`config.mk`:
```
export PLATFORM = sky130hd
export DESIGN_NAME = fetch_ctrl
export DESIGN_NICKNAME = d
export VERILOG_FILES = /design/src/rtl/fetch_ctrl.sv
export SDC_FILE = /design/constraint.sdc
export NUM_CORES = 1
export LEC_CHECK = 0
export CORE_ASPECT_RATIO = 1.1
export CORE_UTILIZATION = 30
export CTS_CLUSTER_DIAMETER = 150
export DETAILED_ROUTE_END_ITERATION = 12
export HOLD_SLACK_MARGIN = 0.02
export PLACE_DENSITY = 0.51
export SLEW_MARGIN = 20
export SYNTH_ARGS = -nofsm -noshare
export SYNTH_HDL_FRONTEND = slang
export SYNTH_SLANG_ARGS = --single-unit
```
`constraint.sdc`:
```
create_clock -name clk -period 2.9 [get_ports clk]
set_clock_uncertainty 0.15 [all_clocks]
set_input_delay 0.58 -clock clk [delete_from_list [all_inputs] [get_ports clk]]
set_output_delay 0.58 -clock clk [all_outputs]
set_load 0.02 [all_outputs]
```
`src/rtl/fetch_ctrl.sv`:
```
// Fetch sequencer for the two-stage core: owns the fetch PC and the EX PC,
// applies EX stalls, redirects and halt/resume, and counts retired and held cycles.
module fetch_ctrl #(
  parameter int PC_W     = 12,
  parameter int RESET_PC = 0
) (
  input  logic            clk,
  input  logic            rst_n,
  input  logic            stall_req,
  input  logic            redirect,
  input  logic [PC_W-1:0] redirect_pc,
  input  logic            halt_req,
  input  logic            resume,
  output logic [PC_W-1:0] pc_fetch,
  output logic            imem_re,
  output logic [PC_W-1:0] pc_ex,
  output logic            ex_valid,
  output logic            flush_ex,
  output logic            halted,
  output logic [31:0]     instret,
  output logic [31:0]     stall_cycles
);

  typedef enum logic {
    RUN  = 1'b0,
    HALT = 1'b1
  } state_t;

  localparam logic [PC_W-1:0] PC_ONE   = {{(PC_W-1){1'b0}}, 1'b1};
  localparam logic [31:0]     RST_PC32 = RESET_PC;
  localparam logic [PC_W-1:0] PC_INIT  = RST_PC32[PC_W-1:0];

  state_t state;
  logic   running;
  logic   hold;
  logic   take;
  logic   stop;
  logic   retire;

  assign running = (state == RUN);
  assign hold    = running & ex_valid & stall_req;
  assign retire  = running & ex_valid & ~stall_req;
  assign take    = retire & redirect;
  assign stop    = retire & halt_req;

  // The wrong-path fetch is replaced by a NOP in the same edge that a branch or halt resolves.
  assign imem_re  = rst_n & running & ~hold;
  assign flush_ex = rst_n & (take | stop);
  assign halted   = (state == HALT);

  always_ff @(posedge clk) begin
    if (!rst_n) begin
      state        <= RUN;
      pc_fetch     <= PC_INIT;
      pc_ex        <= '0;
      ex_valid     <= 1'b0;
      instret      <= 32'd0;
      stall_cycles <= 32'd0;
    end else begin
      case (state)
        RUN: begin
          if (hold) begin
            stall_cycles <= stall_cycles + 32'd1;
          end else begin
            if (retire)
              instret <= instret + 32'd1;
            if (stop) begin
              state    <= HALT;
              ex_valid <= 1'b0;
              pc_fetch <= take ? redirect_pc : pc_ex + PC_ONE;
            end else if (take) begin
              pc_fetch <= redirect_pc;
              ex_valid <= 1'b0;
            end else begin
              pc_ex    <= pc_fetch;
              pc_fetch <= pc_fetch + PC_ONE;
              ex_valid <= 1'b1;
            end
          end
        end
        HALT: begin
          if (resume)
            state <= RUN;
        end
        default: state <= RUN;
      endcase
    end
  end

endmodule

```
==> reports/qor.yml <==
pwr-share-clk: 0.428
synth-seq-cells: 90
cp_max_fo: 2
grt_usage: 0.179
grt_busiest_layer: "met2"
io_buffers: 109
required_ns: 2.17
hpwl_um: 9590
grt_pass1_vias: 4326
met3_usage: 0.0260
seq_area_frac_synth: 0.396
async_reset_ff_frac: 0
grt_use_met1: 0.233
vias: 4503
sw_frac_of_total: 0.252
io_pins: 110
rsz0062_at_grt: "false"
cts.clk_slew.worst_paths_ns: 0.06
crit_type: "in -> out"
netlist_area_sq_um: 4550
detail_route.wl_per_cell_um: 15.6
cts_tree: "yes"
power_density_nw_per_um2: 472
drive_above_1_share: 0.0657
clk_latency_ns: 0.34
num_antenna_cells: 0
initialDrtViolationCount: 205
cts-root-buf: "clkbuf_16"
synth_top_cell_by_area: "dfxtp_1"
ys.flop_type: "dfxtp_1"
post-cts-setup-buffers: 0
use_met2: 0.285
status: "completed"
grt_max_degree: 76
synthToLayoutAreaGrowth_pct: 37.8
max_cap_viol_count: 0
synth-edff-count: 0
yosys.cell_count.top_type: "dfxtp_1"
die-area_sq_um: 15700
syn_inst: 566
cts_max_path_buffers: 2
ys_top_cells_by_count: "90 x dfxtp_1, 65 x nor2_1, 55 x nand2_1"
hp-class: "reg -> reg"
arrival_ns: 1.95
routabilityCongestion: 0.821
yosys.area.top_type_share: 0.396
post_drt_via_cell_ratio: 5.13
first_pass_iters: 4
drt-total-wl_um: 13600
switching_power_mw: 0.744
crit_path_start_kind: "input pin"
synth.avg_cell_area_sq_um: 8.04
period_minus_slack_ns: 2.68
drv_slew: 0
internal_power_mw: 2.21
cellLeakagePower_nw: 2.15
drtAntennaViolNets: 0
grt_pass1_wl_um: 22400
final_nets: 702
final.period_utilization: 0.924
pwr-share-comb: 0.123
finalHoldViolCount: 0
core_area_sq_um: 14600
relSlewSlack: 0.458
start_util: 0.311
ctsResizeCount: 2
vdd_drop_max_uv: 241
tightest_slew_ns: 0.813
synth_area_leaders: "dfxtp_1 40%, xnor2_1 7.5%, nor2_1 5.4%, xor2_1 4.8%, nand3_1 4.6%"
cp-end-kind: "output pin"
ys_types: 51
std_cell_rows: 46
numCtsBuffers: 9
power_frac_seq: 0.449
power_mw: 2.96
die_w_um: 119
die_y_um: 131
fmax_ghz: 0.373
hold_slack_ns: 0.327
cts.sinks: 90
ctsHoldBuffers: 0
synthesis.nets: 588
cts_max_level: 3
post-route-drc-count: 0
ys_warn_count: 0
num-fill-cells: 1482
grt-ovfl-total: 0
antenna_found_initial: 0
setup_viol: 0
==> area by class of cell <==
class	instances	area, sq um	share of cell area
clock buffers	14	254	0.0405
clock inverters	2	60.1	0.00958
inverters	13	48.8	0.00778
multi-input cells	431	2570	0.410
flip-flops and latches	90	1800	0.287
well taps	192	240	0.0383
repair buffers	135	1300	0.207
==> placed cells by master (no fill, tap or decap), drive strengths merged, types with 2 or more instances in the layout <==
master,count
nand2b,5
nand4,27
a21boi,2
nor2,65
a21oi,39
a31oi,4
nor3b,2
clkbuf,14
inv,13
nor3,9
bufinv,2
and4,13
and3,10
or3,10
dlygate4sd2,2
ha,4
xnor2,39
a21o,7
dfxtp,90
nand3,43
buf,26
clkdlybuf4s50,107
mux2i,3
o21ai,22
a221oi,4
xor2,25
nor4,12
nand2,55
nor2b,2
and2,10
==> path summary, 6_finish.rpt <==
| kind | endpoint | cells past startpoint | slack [ns] | start |
|---|---|---|---|---|
| worst max-delay path | flush_ex | 5 | 0.22 | stall_req |
| worst min-delay path | stall_cycles[31] | 2 | 0.33 | stall_cycles[31] |
| worst max register to register | stall_cycles[28] | 5 | 0.66 | stall_cycles[5] |
| worst min register to register | stall_cycles[31] | 2 | 0.33 | stall_cycles[31] |
==> worst max-delay path, stage by stage <==
cell and delay [ns]:
clkdlybuf4s50_1 0.42, nor3b_1 0.25, o21ai_1 0.13, nor2_1 0.21, dlygate4sd2_1 0.37
==> power by group through the flow <==
| stage | logic, mW | clock network (mW) | registers, mW |
|---|---|---|---|
| floorplan | 0.164 | 0 | 1.37 |
| global placement | 0.362 | 0 | 1.35 |
| detailed placement | 0.365 | 0 | 1.35 |
| CTS | 0.366 | 1.30 | 1.33 |
| global route | 0.396 | 1.35 | 1.33 |
| finish | 0.364 | 1.26 | 1.33 |
==> through the flow <==
step	worst slack, ns	util	setup TNS (ns)	cell area (sq um)	cells
CTS	0.198	0.429	0	6270	877
global placement	-0.105	0.407	-0.105	5960	861
finish	0.220	0.429	0	6270	877
detailed placement	-0.0822	0.407	-0.0909	5960	861
global route	0.0781	0.429	0	6270	877
floorplan	0.394	-	0	4550	566
==> registers in the layout (all words and copies together) (netlist names) <==
register / cells
pc_ex: 12
halted: 1
instret: 32
ex_valid: 1
stall_cycles: 32
pc_fetch: 12
==> logic make-up (layout without fill, tap and decap cells) <==
family	count (synthesis)	after routing	share of synthesized area
AND/OR/NAND/NOR	268	268	0.303
AO/OA/AOI/OAI	91	91	0.119
flip-flops	90	90	0.396
XOR/XNOR	64	64	0.123
buffers and inverters	45	164	0.0393
adder cells (fa/ha/maj)	4	4	0.0110
multiplexers	4	4	0.00908
==> metal layers <==
layer	wire [um]	up-vias
met3	642	26
met2	6480	132
met4	418	0
met5	0	-
li1	-	2218
met1	6090	2127
(Power assumes the default switching activity.)
